`src/rtl/ctrl_step_sequencer_if.sv`:
```
// Control bundle between the step sequencer and the datapath: run/opcode in, strobes out.
// Handshake: run is a level, sampled only in IDLE and on the last step of an instruction; opcode is sampled on T2->T3.
interface ctrl_step_sequencer_if #(
  parameter int OPW = 5
);
  logic           run;
  logic [OPW-1:0] opcode;

  logic PC_out, Zlo_out, MDR_out, R_out, C_out, BAout;
  logic MAR_rd, Zlo_rd, PC_rd, MDR_rd, IR_rd, Y_rd, Rin;
  logic Gra, Grb, Grc, IncPC, Read, Write;
  logic [4:0] op_sel;
  logic [3:0] step;
  logic busy, halted, illegal;

  modport master (
    input  run, opcode,
    output PC_out, Zlo_out, MDR_out, R_out, C_out, BAout,
    output MAR_rd, Zlo_rd, PC_rd, MDR_rd, IR_rd, Y_rd, Rin,
    output Gra, Grb, Grc, IncPC, Read, Write,
    output op_sel, step, busy, halted, illegal
  );

  modport slave (
    output run, opcode,
    input  PC_out, Zlo_out, MDR_out, R_out, C_out, BAout,
    input  MAR_rd, Zlo_rd, PC_rd, MDR_rd, IR_rd, Y_rd, Rin,
    input  Gra, Grb, Grc, IncPC, Read, Write,
    input  op_sel, step, busy, halted, illegal
  );
endinterface

```
`src/rtl/ctrl_step_sequencer.sv`:
```
// Hardwired T-state sequencer: fetch T0-T2, execute T3-T7, with stretched memory steps.
// Every strobe is a registered Moore output decoded from the next state; step/halted expose the FSM state.
module ctrl_step_sequencer #(
  parameter int              OPW      = 5,
  parameter int              MEM_WAIT = 0,
  parameter logic [OPW-1:0]  OP_LD    = OPW'(0),
  parameter logic [OPW-1:0]  OP_LDI   = OPW'(1),
  parameter logic [OPW-1:0]  OP_ST    = OPW'(2),
  parameter logic [OPW-1:0]  ALU_R_LO = OPW'(3),
  parameter logic [OPW-1:0]  ALU_R_HI = OPW'(11),
  parameter logic [OPW-1:0]  OP_ADDI  = OPW'(12),
  parameter logic [OPW-1:0]  OP_ANDI  = OPW'(13),
  parameter logic [OPW-1:0]  OP_ORI   = OPW'(14),
  parameter logic [OPW-1:0]  OP_NOP   = OPW'(15),
  parameter logic [OPW-1:0]  OP_HALT  = OPW'(16),
  parameter logic [4:0]      ALU_ADD  = 5'd3,
  parameter logic [4:0]      ALU_AND  = 5'd5,
  parameter logic [4:0]      ALU_OR   = 5'd6
) (
  input  logic                     clk,
  input  logic                     clr,
  ctrl_step_sequencer_if.master    bus
);

  localparam int WCW = (MEM_WAIT > 0) ? $clog2(MEM_WAIT + 1) : 1;

  typedef enum logic [3:0] {
    S_IDLE, S_T0, S_T1, S_T2, S_T3, S_T4, S_T5, S_T6, S_T7, S_HALT
  } state_t;

  typedef enum logic [2:0] {
    C_LD, C_LDI, C_ST, C_ALUR, C_ALUI, C_NOP, C_HALT, C_ILL
  } cls_t;

  typedef struct packed {
    logic       pc_out, zlo_out, mdr_out, r_out, c_out, ba_out;
    logic       mar_rd, zlo_rd, pc_rd, mdr_rd, ir_rd, y_rd, rin;
    logic       gra, grb, grc, inc_pc, read, write;
    logic [4:0] op_sel;
    logic [3:0] step;
    logic       busy, halted, illegal;
  } out_t;

  localparam out_t OUT_RST = out_t'({24'd0, 4'hF, 3'd0});

  state_t         st_q, st_d;
  cls_t           cls_q, cls_d, dec_cls;
  logic [OPW-1:0] opc_q, opc_d;
  logic [WCW-1:0] wcnt_q, wcnt_d;
  out_t           out_q, out_d;
  logic           wait_done;
  logic           instr_end;

  // Opcode classification, used only on the T2->T3 edge.
  always_comb begin
    dec_cls = C_ILL;
    if (bus.opcode == OP_LD)        dec_cls = C_LD;
    else if (bus.opcode == OP_LDI)  dec_cls = C_LDI;
    else if (bus.opcode == OP_ST)   dec_cls = C_ST;
    else if (bus.opcode == OP_ADDI || bus.opcode == OP_ANDI || bus.opcode == OP_ORI)
                                    dec_cls = C_ALUI;
    else if (bus.opcode == OP_NOP)  dec_cls = C_NOP;
    else if (bus.opcode == OP_HALT) dec_cls = C_HALT;
    else if (bus.opcode >= ALU_R_LO && bus.opcode <= ALU_R_HI)
                                    dec_cls = C_ALUR;
  end

  // Next-state logic. The wait counter restarts on entry to every memory step.
  always_comb begin
    st_d      = st_q;
    cls_d     = cls_q;
    opc_d     = opc_q;
    wcnt_d    = wcnt_q;
    instr_end = 1'b0;
    wait_done = (wcnt_q == WCW'(MEM_WAIT));
    unique case (st_q)
      S_IDLE: if (bus.run) st_d = S_T0;
      S_T0: begin
        st_d   = S_T1;
        wcnt_d = '0;
      end
      S_T1: begin
        if (wait_done) st_d = S_T2;
        else           wcnt_d = wcnt_q + 1'b1;
      end
      S_T2: begin
        st_d  = S_T3;
        cls_d = dec_cls;
        opc_d = bus.opcode;
      end
      S_T3: begin
        unique case (cls_q)
          C_LD, C_LDI, C_ST, C_ALUR, C_ALUI: st_d = S_T4;
          C_HALT:                            st_d = S_HALT;
          default:                           instr_end = 1'b1;
        endcase
      end
      S_T4: st_d = S_T5;
      S_T5: begin
        if (cls_q == C_LD || cls_q == C_ST) begin
          st_d   = S_T6;
          wcnt_d = '0;
        end else begin
          instr_end = 1'b1;
        end
      end
      S_T6: begin
        if (cls_q == C_ST) begin
          st_d   = S_T7;
          wcnt_d = '0;
        end else if (wait_done) begin
          st_d = S_T7;
        end else begin
          wcnt_d = wcnt_q + 1'b1;
        end
      end
      S_T7: begin
        if (cls_q == C_LD || wait_done) instr_end = 1'b1;
        else                            wcnt_d = wcnt_q + 1'b1;
      end
      S_HALT: st_d = S_HALT;
      default: st_d = S_IDLE;
    endcase
    // Back-to-back instructions start fetch without a bubble.
    if (instr_end) st_d = bus.run ? S_T0 : S_IDLE;
  end

  // Output decode from the next state, so the register holds them for the whole state.
  always_comb begin
    out_d = OUT_RST;
    unique case (st_d)
      S_IDLE: ;
      S_HALT: out_d.halted = 1'b1;
      S_T0: begin
        out_d.step   = 4'd0;
        out_d.busy   = 1'b1;
        out_d.pc_out = 1'b1;
        out_d.mar_rd = 1'b1;
        out_d.inc_pc = 1'b1;
        out_d.zlo_rd = 1'b1;
      end
      S_T1: begin
        out_d.step    = 4'd1;
        out_d.busy    = 1'b1;
        out_d.zlo_out = 1'b1;
        out_d.pc_rd   = 1'b1;
        out_d.read    = 1'b1;
        out_d.mdr_rd  = 1'b1;
      end
      S_T2: begin
        out_d.step    = 4'd2;
        out_d.busy    = 1'b1;
        out_d.mdr_out = 1'b1;
        out_d.ir_rd   = 1'b1;
      end
      S_T3: begin
        out_d.step = 4'd3;
        out_d.busy = 1'b1;
        unique case (cls_d)
          C_LD, C_LDI, C_ST: begin
            out_d.grb    = 1'b1;
            out_d.ba_out = 1'b1;
            out_d.r_out  = 1'b1;
            out_d.y_rd   = 1'b1;
          end
          C_ALUR, C_ALUI: begin
            out_d.grb   = 1'b1;
            out_d.r_out = 1'b1;
            out_d.y_rd  = 1'b1;
          end
          C_ILL:   out_d.illegal = 1'b1;
          default: ;
        endcase
      end
      S_T4: begin
        out_d.step   = 4'd4;
        out_d.busy   = 1'b1;
        out_d.zlo_rd = 1'b1;
        unique case (cls_d)
          C_ALUR: begin
            out_d.grc    = 1'b1;
            out_d.r_out  = 1'b1;
            out_d.op_sel = 5'(opc_d);
          end
          C_ALUI: begin
            out_d.c_out  = 1'b1;
            out_d.op_sel = (opc_d == OP_ADDI) ? ALU_ADD :
                           (opc_d == OP_ANDI) ? ALU_AND : ALU_OR;
          end
          default: begin
            out_d.c_out  = 1'b1;
            out_d.op_sel = ALU_ADD;
          end
        endcase
      end
      S_T5: begin
        out_d.step    = 4'd5;
        out_d.busy    = 1'b1;
        out_d.zlo_out = 1'b1;
        if (cls_d == C_LD || cls_d == C_ST) begin
          out_d.mar_rd = 1'b1;
        end else begin
          out_d.gra = 1'b1;
          out_d.rin = 1'b1;
        end
      end
      S_T6: begin
        out_d.step   = 4'd6;
        out_d.busy   = 1'b1;
        out_d.mdr_rd = 1'b1;
        if (cls_d == C_ST) begin
          out_d.gra   = 1'b1;
          out_d.r_out = 1'b1;
        end else begin
          out_d.read = 1'b1;
        end
      end
      S_T7: begin
        out_d.step = 4'd7;
        out_d.busy = 1'b1;
        if (cls_d == C_ST) begin
          out_d.write = 1'b1;
        end else begin
          out_d.mdr_out = 1'b1;
          out_d.gra     = 1'b1;
          out_d.rin     = 1'b1;
        end
      end
      default: ;
    endcase
  end

  always_ff @(posedge clk) begin
    if (clr) begin
      st_q   <= S_IDLE;
      cls_q  <= C_NOP;
      opc_q  <= '0;
      wcnt_q <= '0;
      out_q  <= OUT_RST;
    end else begin
      st_q   <= st_d;
      cls_q  <= cls_d;
      opc_q  <= opc_d;
      wcnt_q <= wcnt_d;
      out_q  <= out_d;
    end
  end

  assign bus.PC_out  = out_q.pc_out;
  assign bus.Zlo_out = out_q.zlo_out;
  assign bus.MDR_out = out_q.mdr_out;
  assign bus.R_out   = out_q.r_out;
  assign bus.C_out   = out_q.c_out;
  assign bus.BAout   = out_q.ba_out;
  assign bus.MAR_rd  = out_q.mar_rd;
  assign bus.Zlo_rd  = out_q.zlo_rd;
  assign bus.PC_rd   = out_q.pc_rd;
  assign bus.MDR_rd  = out_q.mdr_rd;
  assign bus.IR_rd   = out_q.ir_rd;
  assign bus.Y_rd    = out_q.y_rd;
  assign bus.Rin     = out_q.rin;
  assign bus.Gra     = out_q.gra;
  assign bus.Grb     = out_q.grb;
  assign bus.Grc     = out_q.grc;
  assign bus.IncPC   = out_q.inc_pc;
  assign bus.Read    = out_q.read;
  assign bus.Write   = out_q.write;
  assign bus.op_sel  = out_q.op_sel;
  assign bus.step    = out_q.step;
  assign bus.busy    = out_q.busy;
  assign bus.halted  = out_q.halted;
  assign bus.illegal = out_q.illegal;

  // BAout only qualifies the Grb register read, so it is not counted as a separate bus driver.
  a_one_driver: assert property (@(posedge clk)
    $onehot0({out_q.pc_out, out_q.zlo_out, out_q.mdr_out, out_q.r_out, out_q.c_out}));
  a_rd_wr_excl: assert property (@(posedge clk) !(out_q.read && out_q.write));
  a_ba_with_grb: assert property (@(posedge clk)
    out_q.ba_out |-> (out_q.grb && out_q.r_out && !out_q.gra && !out_q.grc));

endmodule

```
`src/flat_wrapper.sv`:
```
// flat-port wrapper written by rule: the top's interface ports become plain ports
module ctrl_step_sequencer_flat 
#(
  parameter int              OPW      = 5,
  parameter int              MEM_WAIT = 0,
  parameter logic [OPW-1:0]  OP_LD    = OPW'(0),
  parameter logic [OPW-1:0]  OP_LDI   = OPW'(1),
  parameter logic [OPW-1:0]  OP_ST    = OPW'(2),
  parameter logic [OPW-1:0]  ALU_R_LO = OPW'(3),
  parameter logic [OPW-1:0]  ALU_R_HI = OPW'(11),
  parameter logic [OPW-1:0]  OP_ADDI  = OPW'(12),
  parameter logic [OPW-1:0]  OP_ANDI  = OPW'(13),
  parameter logic [OPW-1:0]  OP_ORI   = OPW'(14),
  parameter logic [OPW-1:0]  OP_NOP   = OPW'(15),
  parameter logic [OPW-1:0]  OP_HALT  = OPW'(16),
  parameter logic [4:0]      ALU_ADD  = 5'd3,
  parameter logic [4:0]      ALU_AND  = 5'd5,
  parameter logic [4:0]      ALU_OR   = 5'd6
)
  (clk, clr, bus_run, bus_opcode, bus_PC_out, bus_Zlo_out, bus_MDR_out, bus_R_out, bus_C_out, bus_BAout, bus_MAR_rd, bus_Zlo_rd, bus_PC_rd, bus_MDR_rd, bus_IR_rd, bus_Y_rd, bus_Rin, bus_Gra, bus_Grb, bus_Grc, bus_IncPC, bus_Read, bus_Write, bus_op_sel, bus_step, bus_busy, bus_halted, bus_illegal);
  ctrl_step_sequencer_if #(.OPW(OPW)) bus_i ();
  input  logic clk;
  input  logic clr;
  input wire logic [$bits(bus_i.run)-1:0] bus_run;
  input wire logic [$bits(bus_i.opcode)-1:0] bus_opcode;
  output wire logic [$bits(bus_i.PC_out)-1:0] bus_PC_out;
  output wire logic [$bits(bus_i.Zlo_out)-1:0] bus_Zlo_out;
  output wire logic [$bits(bus_i.MDR_out)-1:0] bus_MDR_out;
  output wire logic [$bits(bus_i.R_out)-1:0] bus_R_out;
  output wire logic [$bits(bus_i.C_out)-1:0] bus_C_out;
  output wire logic [$bits(bus_i.BAout)-1:0] bus_BAout;
  output wire logic [$bits(bus_i.MAR_rd)-1:0] bus_MAR_rd;
  output wire logic [$bits(bus_i.Zlo_rd)-1:0] bus_Zlo_rd;
  output wire logic [$bits(bus_i.PC_rd)-1:0] bus_PC_rd;
  output wire logic [$bits(bus_i.MDR_rd)-1:0] bus_MDR_rd;
  output wire logic [$bits(bus_i.IR_rd)-1:0] bus_IR_rd;
  output wire logic [$bits(bus_i.Y_rd)-1:0] bus_Y_rd;
  output wire logic [$bits(bus_i.Rin)-1:0] bus_Rin;
  output wire logic [$bits(bus_i.Gra)-1:0] bus_Gra;
  output wire logic [$bits(bus_i.Grb)-1:0] bus_Grb;
  output wire logic [$bits(bus_i.Grc)-1:0] bus_Grc;
  output wire logic [$bits(bus_i.IncPC)-1:0] bus_IncPC;
  output wire logic [$bits(bus_i.Read)-1:0] bus_Read;
  output wire logic [$bits(bus_i.Write)-1:0] bus_Write;
  output wire logic [$bits(bus_i.op_sel)-1:0] bus_op_sel;
  output wire logic [$bits(bus_i.step)-1:0] bus_step;
  output wire logic [$bits(bus_i.busy)-1:0] bus_busy;
  output wire logic [$bits(bus_i.halted)-1:0] bus_halted;
  output wire logic [$bits(bus_i.illegal)-1:0] bus_illegal;
  assign bus_i.run = bus_run;
  assign bus_i.opcode = bus_opcode;
  assign bus_PC_out = bus_i.PC_out;
  assign bus_Zlo_out = bus_i.Zlo_out;
  assign bus_MDR_out = bus_i.MDR_out;
  assign bus_R_out = bus_i.R_out;
  assign bus_C_out = bus_i.C_out;
  assign bus_BAout = bus_i.BAout;
  assign bus_MAR_rd = bus_i.MAR_rd;
  assign bus_Zlo_rd = bus_i.Zlo_rd;
  assign bus_PC_rd = bus_i.PC_rd;
  assign bus_MDR_rd = bus_i.MDR_rd;
  assign bus_IR_rd = bus_i.IR_rd;
  assign bus_Y_rd = bus_i.Y_rd;
  assign bus_Rin = bus_i.Rin;
  assign bus_Gra = bus_i.Gra;
  assign bus_Grb = bus_i.Grb;
  assign bus_Grc = bus_i.Grc;
  assign bus_IncPC = bus_i.IncPC;
  assign bus_Read = bus_i.Read;
  assign bus_Write = bus_i.Write;
  assign bus_op_sel = bus_i.op_sel;
  assign bus_step = bus_i.step;
  assign bus_busy = bus_i.busy;
  assign bus_halted = bus_i.halted;
  assign bus_illegal = bus_i.illegal;
  ctrl_step_sequencer #(.OPW(OPW), .MEM_WAIT(MEM_WAIT), .OP_LD(OP_LD), .OP_LDI(OP_LDI), .OP_ST(OP_ST), .ALU_R_LO(ALU_R_LO), .ALU_R_HI(ALU_R_HI), .OP_ADDI(OP_ADDI), .OP_ANDI(OP_ANDI), .OP_ORI(OP_ORI), .OP_NOP(OP_NOP), .OP_HALT(OP_HALT), .ALU_ADD(ALU_ADD), .ALU_AND(ALU_AND), .ALU_OR(ALU_OR)) u_core (.clk(clk), .clr(clr), .bus(bus_i));
endmodule
```
`config.mk`:
```
export PLATFORM = sky130hd
export DESIGN_NAME = ctrl_step_sequencer_flat
export DESIGN_NICKNAME = d
export VERILOG_FILES = /design/src/rtl/ctrl_step_sequencer_if.sv /design/src/rtl/ctrl_step_sequencer.sv /design/src/flat_wrapper.sv
export SDC_FILE = /design/constraint.sdc
export NUM_CORES = 1
export LEC_CHECK = 0
export BUFFER_PORTS_ARGS = -buffer_cell sky130_fd_sc_hd__buf_4
export CAP_MARGIN = 20
export CORE_ASPECT_RATIO = 1.1
export CORE_MARGIN = 2
export CORE_UTILIZATION = 38
export DETAILED_ROUTE_END_ITERATION = 16
export SYNTH_ARGS = -nofsm -noshare
export SYNTH_HDL_FRONTEND = slang
export SYNTH_SLANG_ARGS = --single-unit
```
`constraint.sdc`:
```
create_clock -name clk -period 4.9 [get_ports clk]
set_input_delay 0 -clock clk [delete_from_list [all_inputs] [get_ports clk]]
set_output_delay 0 -clock clk [all_outputs]
set_load 0.02 [all_outputs]
```
==> results.py, run 1 <==
metrics = {
    "worst_setup_path": {
        "endpoint_kind": "flop",
        "path_delay_family": "simple AND/OR/NAND/NOR gates",
        "path_common_cell": "nand2_1",
        "critical_path_class": "flop to flop",
        "required_ns": 5.12,
        "cp_num_buf_inv": 0,
        "cp-start-kind": "flop",
        "crit_chain": "nand2_1 > nor3_1 > nand2_1 > o32ai_1 > nand4_1 > a21oi_1",
        "timing.rr.end": "u_core.bus.R_out",
        "critical_path_depth": 6,
        "crit_end": "u_core.bus.R_out",
        "reg2reg_slack_ns": 2.05,
        "r2r_cells": 6,
        "path_max_fanout": 15,
        "regToRegStartpoint": "u_core.st_q[0]",
        "cpMaxStageDelayCell": "nor3_1",
        "crit_start": "u_core.st_q[0]",
        "worstPathArrival_ns": 3.07,
        "critical-path-max-stage-delay_ns": 0.88,
    },
    "synthesis": {
        "synth.top_cells.by_count": "42 x dfxtp_1, 27 x nor2_1, 22 x nand2_1, 14 x a21oi_1, 8 x o21ai_0",
        "syn-num-nets": 227,
        "synthTopCellsByArea": "dfxtp_1 43%, nor2_1 5.2%, nand2_1 4.3%, a21oi_1 3.6%, o21ai_0 2.1%",
        "synth_most_common_cell": "dfxtp_1",
        "syn_avg_cell_area_sq_um": 8.87,
        "syn_inst": 219,
        "ys_types": 62,
        "async_flop_share": 0,
        "syn_area_sq_um": 1940,
        "synth_top_area_share": 0.433,
        "yosysSeqAreaShare": 0.433,
        "synth_seq_cells": 42,
        "yosys_warnings": 0,
        "synth_edf_count": 0,
        "yosysTopAreaCell": "dfxtp_1",
        "ys.flop_type": "dfxtp_1",
    },
    "sta": {
        "relSlewSlack": 0.254,
        "drv_slew": 0,
        "max_freq_mhz": 351,
        "max_slew.worst_pin.slew_ns": 1.11,
        "hold_viol": 0,
        "finalCritPeriodShare": 0.581,
        "rsz0062_at_grt": "no",
        "setup_viol": 0,
        "skew_ns": 0.00622,
        "fin_tns_setup_ns": 0,
        "post-route-min-period_ns": 2.85,
    },
    "cells_and_area": {
        "drive_gt1_frac": 0.248,
        "syn2layout_area_growth_pct": 19.7,
        "nets": 257,
        "fillers": 489,
        "n_antenna_cell": 0,
    },
    "clock_tree": {
        "htree_levels": 2,
        "post_cts_buffers": 0,
        "clkTransAtPathRegs_ns": 0.08,
        "root_buffer": "clkbuf_8",
        "numCtsBuffers": 5,
        "ctsHoldBuffers": 0,
        "cts_tree": "built",
        "cts_sinks": 42,
        "cts_resized": 0,
        "clk_path_buf_depth": 2,
        "clk_latency_ns": 0.29,
    },
    "global_route": {
        "grt_pass1_wl_um": 7220,
        "grt_pass1_vias": 1537,
        "overflow": 0,
        "grtUsageTotal": 0.159,
        "antenna_found_initial": 0,
        "grt_max_degree": 28,
    },
    "placement": {
        "globalplace.congestion": 0.828,
        "dpl.hpwl_um": 3110,
        "io_buffers": 38,
    },
    "pwr": {
        "ir_drop_v": 0.000268,
        "leakagePower_nw": 0.888,
        "finalPower_mw": 0.855,
        "power_density_nw_per_um2": 368,
    },
    "routing": {
        "drcViolationCount": 0,
        "wire_per_inst_um": 13.8,
        "vias": 1667,
        "ant_nets": 0,
        "firstDrtPassIters": 4,
        "routed_via_density": 5.41,
        "routed_wirelength_um": 4240,
        "drt_iter0_markers": 78,
    },
    "die": {
        "die_y_um": 79.0,
        "fp.dieW_um": 72.2,
        "start_util": 0.391,
        "die_area_sq_um": 5700,
        "rows": 27,
        "coreArea_sq_um": 4970,
        "io-pin-count": 39,
    },
    "job": {
        "cap_violations": 0,
    },
    "worst_hold_path": {
        "min_path_type": "input port to flop",
    },
    "outcome": {
        "outcome": "finished clean",
    },
}
[metal layers]
metal / vias up / wire [um] / track usage
li1: 843 / - / -
met1: 772 / 1980 / 0.207
met2: 45 / 1990 / 0.258
met3: 7 / 234 / 0.0431
met4: 0 / 40 / 0.0415
met5: - / 0 / 0
[worst min-delay path by stage]
stage	start	slack [ns]	cells past startpoint	end
detailed placement	bus_opcode[2]	0.33	3	u_core.opc_q[2]
CTS	bus_opcode[2]	0.01	3	u_core.opc_q[2]
global placement	bus_opcode[2]	0.33	3	u_core.opc_q[2]
floorplan	bus_opcode[3]	0.15	2	u_core.opc_q[3]
global route	bus_opcode[2]	0.02	3	u_core.opc_q[2]
finish	bus_opcode[3]	0.02	3	u_core.opc_q[3]
[registers in the layout, indices dropped and copies added, names as in the netlist, 3 cells and up]
register and flops:
u_core.bus.op_sel 5, u_core.opc_q 5, u_core.bus.step 4, u_core.st_q 4
u_core.cls_q 3
[report_power, final]
| group | total (mW) | leakage (nW) | switching (mW) | internal [mW] |
|---|---|---|---|---|
| Clock | 0.269 | 0.0514 | 0.117 | 0.152 |
| Combinational | 0.196 | 0.495 | 0.114 | 0.0821 |
| Sequential | 0.390 | 0.342 | 0.0207 | 0.369 |
| Total | 0.855 | 0.888 | 0.252 | 0.603 |
[stage by stage]
stage	util	instances	hold WS [ns]	setup slack (ns)	cell area, sq um
6_report	0.468	308	0.0233	2.05	2320
5_1_grt	0.468	308	0.0154	1.69	2320
3_5_place_dp	0.446	300	0.326	2.17	2210
2_1_floorplan	-	219	0.148	3.05	1940
3_3_place_gp	0.446	300	0.330	2.37	2210
4_1_cts	0.468	308	0.0149	2.15	2320
[final cells by class]
| type | instances | area [sq um] | area share |
|---|---|---|---|
| tap | 58 | 72.6 | 0.0312 |
| clock inverter | 2 | 37.5 | 0.0161 |
| timing repair buffer | 38 | 285 | 0.123 |
| inverter | 4 | 15.0 | 0.00646 |
| clock buffer | 6 | 72.6 | 0.0312 |
| sequential | 42 | 841 | 0.362 |
| multi-input combinational | 158 | 1000 | 0.431 |
[worst min-delay path, cell delays in order]
cell and delay, ns:
buf_4 0.13, nand2_1 0.07, a21oi_1 0.07
[placed cells by master, fill, tap and decap left out, types with 2 or more instances in the layout]
cell | Yosys | routed
or3_1 | 2 | 2
nor2_1 | 27 | 27
or3b_2 | 2 | 2
nand2_1 | 22 | 22
nand4b_1 | 2 | 2
inv_1 | 4 | 4
a31oi_1 | 3 | 3
nor3b_1 | 4 | 4
nor3_1 | 5 | 5
a211o_1 | 3 | 3
a221oi_1 | 2 | 2
clkbuf_8 | 0 | 5
nand2b_1 | 6 | 6
dfxtp_1 | 42 | 42
o21ai_0 | 8 | 8
a211oi_1 | 4 | 4
a21oi_1 | 14 | 14
nor4_1 | 3 | 3
nand3_1 | 2 | 2
buf_4 | 2 | 38
nor2b_1 | 4 | 4
o21ai_1 | 4 | 4
or3b_1 | 2 | 2
nor3b_2 | 2 | 2
mux2i_1 | 2 | 2
[kinds of logic (layout without fill, tap and decap cells)]
logic type | count (synthesis) | count (layout) | share of synthesized area
fa+ha+maj | 2 | 2 | 0.0110
buf+inv | 19 | 50 | 0.0515
compound gates | 56 | 56 | 0.206
flops | 42 | 42 | 0.433
xor+xnor | 1 | 1 | 0.00451
mux | 3 | 3 | 0.0161
simple gates | 96 | 96 | 0.278
Note: power is estimated with default switching activity, not from simulation.
==> inputs of run 2 (changes only) <==
clock period = 2.8 ns   (was 4.9 ns; I/O delays follow)
==> run 2 against run 1 <==
Effect of this change:
- global-route usage up 0.46 points
- highest routed layer unchanged
- utilization up 0.45 points
- critical path type unchanged
- setup slack got worse by 1.7 ns
- sequential share of layout area down 0.35 points
- total power up 75%
- cell area grew 0.97%
- worst hold slack worse by 0.0041 ns
==> results.py, run 2 (synthesized netlist as in run 1, its figures left out) <==
metrics = {
    "outcome": {
        "outcome": "finished clean",
    },
    "pwr": {
        "combinationalPowerShare": 0.238,
        "finalPower_mw": 1.50,
        "switchingPower_mw": 0.439,
        "leakagePower_nw": 0.902,
        "p_sw_frac": 0.293,
        "seq_power_share": 0.450,
        "ir_drop_v": 0.000283,
        "clock_power_share": 0.313,
        "p_int_mw": 1.06,
        "power_density_nw_per_um2": 639,
    },
    "sta": {
        "max_freq_mhz": 416,
        "rsz0062_at_grt": "no",
        "setup_viol": 0,
        "skew_ns": 0.00274,
        "finalCritPeriodShare": 0.858,
        "relSlewSlack": 0.451,
        "drv_slew": 0,
        "post-route-min-period_ns": 2.40,
        "max_slew.worst_pin.slew_ns": 0.822,
        "fin_ws_ns": 0.398,
        "hold_viol": 0,
        "fin_tns_setup_ns": 0,
    },
    "global_route": {
        "grt_pass1_wl_um": 7240,
        "grt_max_degree": 28,
        "grt_pass1_vias": 1515,
        "grtUsageTotal": 0.163,
        "antenna_found_initial": 0,
        "overflow": 0,
    },
    "clock_tree": {
        "numCtsBuffers": 5,
        "htree_levels": 2,
        "clk_latency_ns": 0.29,
        "cts_resized": 0,
        "cts_tree": "built",
        "ctsHoldBuffers": 0,
        "root_buffer": "clkbuf_8",
        "clk_path_buf_depth": 2,
        "cts_sinks": 42,
        "post_cts_buffers": 0,
        "clkTransAtPathRegs_ns": 0.08,
    },
    "cells_and_area": {
        "finalInstanceArea_sq_um": 2350,
        "final_cells": 311,
        "syn2layout_area_growth_pct": 20.9,
        "multi_input_area_sq_um": 1000,
        "n_antenna_cell": 0,
        "final-seq-area_sq_um": 841,
        "drive_gt1_frac": 0.257,
        "fillers": 478,
        "final_common_cell": "dfxtp_1",
        "nets": 260,
        "layout_common_cells": "42 x dfxtp_1, 41 x buf_4, 27 x nor2_1",
    },
    "worst_setup_path": {
        "path_common_cell": "nand2_1",
        "worstPathArrival_ns": 2.63,
        "path_max_fanout": 16,
        "crit_chain": "nand2_1 > nor3_1 > nand2_1 > o32ai_1 > nand4_1 > a21oi_1",
        "cpMaxStageDelayCell": "dfxtp_1",
        "regToRegStartpoint": "u_core.st_q[1]",
        "timing.rr.end": "u_core.bus.R_out",
        "endpoint_kind": "flop",
        "required_ns": 3.03,
        "critical_path_class": "flop to flop",
        "r2r_cells": 6,
        "cp-start-kind": "flop",
        "critical-path-max-stage-delay_ns": 0.59,
        "reg2reg_slack_ns": 0.40,
    },
    "placement": {
        "globalplace.congestion": 0.868,
        "place_area_sq_um": 2240,
        "dpl.hpwl_um": 3160,
        "io_buffers": 38,
        "post-place-ws_ns": 0.442,
        "placedCellCount": 303,
    },
    "worst_hold_path": {
        "hold-path-cell-count": 3,
        "min_from": "bus_opcode[2]",
        "min_path_type": "input port to flop",
        "whs_endpoint": "u_core.opc_q[2]",
    },
    "job": {
        "cap_violations": 0,
    },
    "routing": {
        "drt_iter0_markers": 134,
        "routed_via_density": 5.41,
        "wire_per_inst_um": 13.8,
        "ant_nets": 0,
        "routed_wirelength_um": 4310,
        "vias": 1684,
        "drcViolationCount": 0,
        "firstDrtPassIters": 4,
    },
    "die": {
        "rows": 27,
        "fp.dieW_um": 72.2,
        "die_area_sq_um": 5700,
        "coreArea_sq_um": 4970,
        "die_y_um": 79.0,
        "io-pin-count": 39,
        "start_util": 0.391,
    },
}
[run 2: layout make-up]
cell class,count,share of cell area
Clock buffer,6,0.0309
Clock inverter,2,0.0160
Inverter,4,0.00640
Multi-Input combinational cell,158,0.426
Sequential cell,42,0.358
Tap cell,58,0.0309
Timing Repair Buffer,41,0.131
[run 2: critical path, delay by kind of cell (launching register included)]
family / cells / cell delay [ns]
DFF: 1 / 0.59
AOI/OAI and AO/OA: 2 / 0.63
and+or+nand+nor: 4 / 1.11
[run 2: worst max path at each step]
stage                          startpoint           endpoint  slack [ns]
after floorplan           u_core.cls_q[0]    u_core.bus.Read        0.95
after global placement     u_core.st_q[1]  u_core.bus.MAR_rd        0.47
after detailed placement   u_core.st_q[1]  u_core.bus.MAR_rd        0.44
after CTS                  u_core.st_q[1]   u_core.bus.R_out        0.39
after global routing       u_core.st_q[1]   u_core.bus.R_out        0.15
final                      u_core.st_q[1]   u_core.bus.R_out        0.40
[run 2: power groups by stage]
| stage | Clock [mW] | Sequential [mW] | Combinational [mW] |
|---|---|---|---|
| after detailed placement | 0 | 0.688 | 0.356 |
| after floorplan | 0 | 0.727 | 0.205 |
| after global placement | 0 | 0.688 | 0.357 |
| final | 0.469 | 0.674 | 0.356 |
| after CTS | 0.480 | 0.674 | 0.357 |
| after global routing | 0.510 | 0.681 | 0.393 |
[run 2: routing by layer]
metal | track usage | wire [um]
met4 | 0.0453 | 44
met1 | 0.215 | 1940
met5 | 0 | 0
met2 | 0.263 | 2040
met3 | 0.0431 | 281
[run 2: per-stage QoR]
step,util,hold slack (ns)
after floorplan,-,0.148
after global placement,0.450,0.320
after detailed placement,0.450,0.326
after CTS,0.473,0.00907
after global routing,0.473,0.00788
final,0.473,0.0192
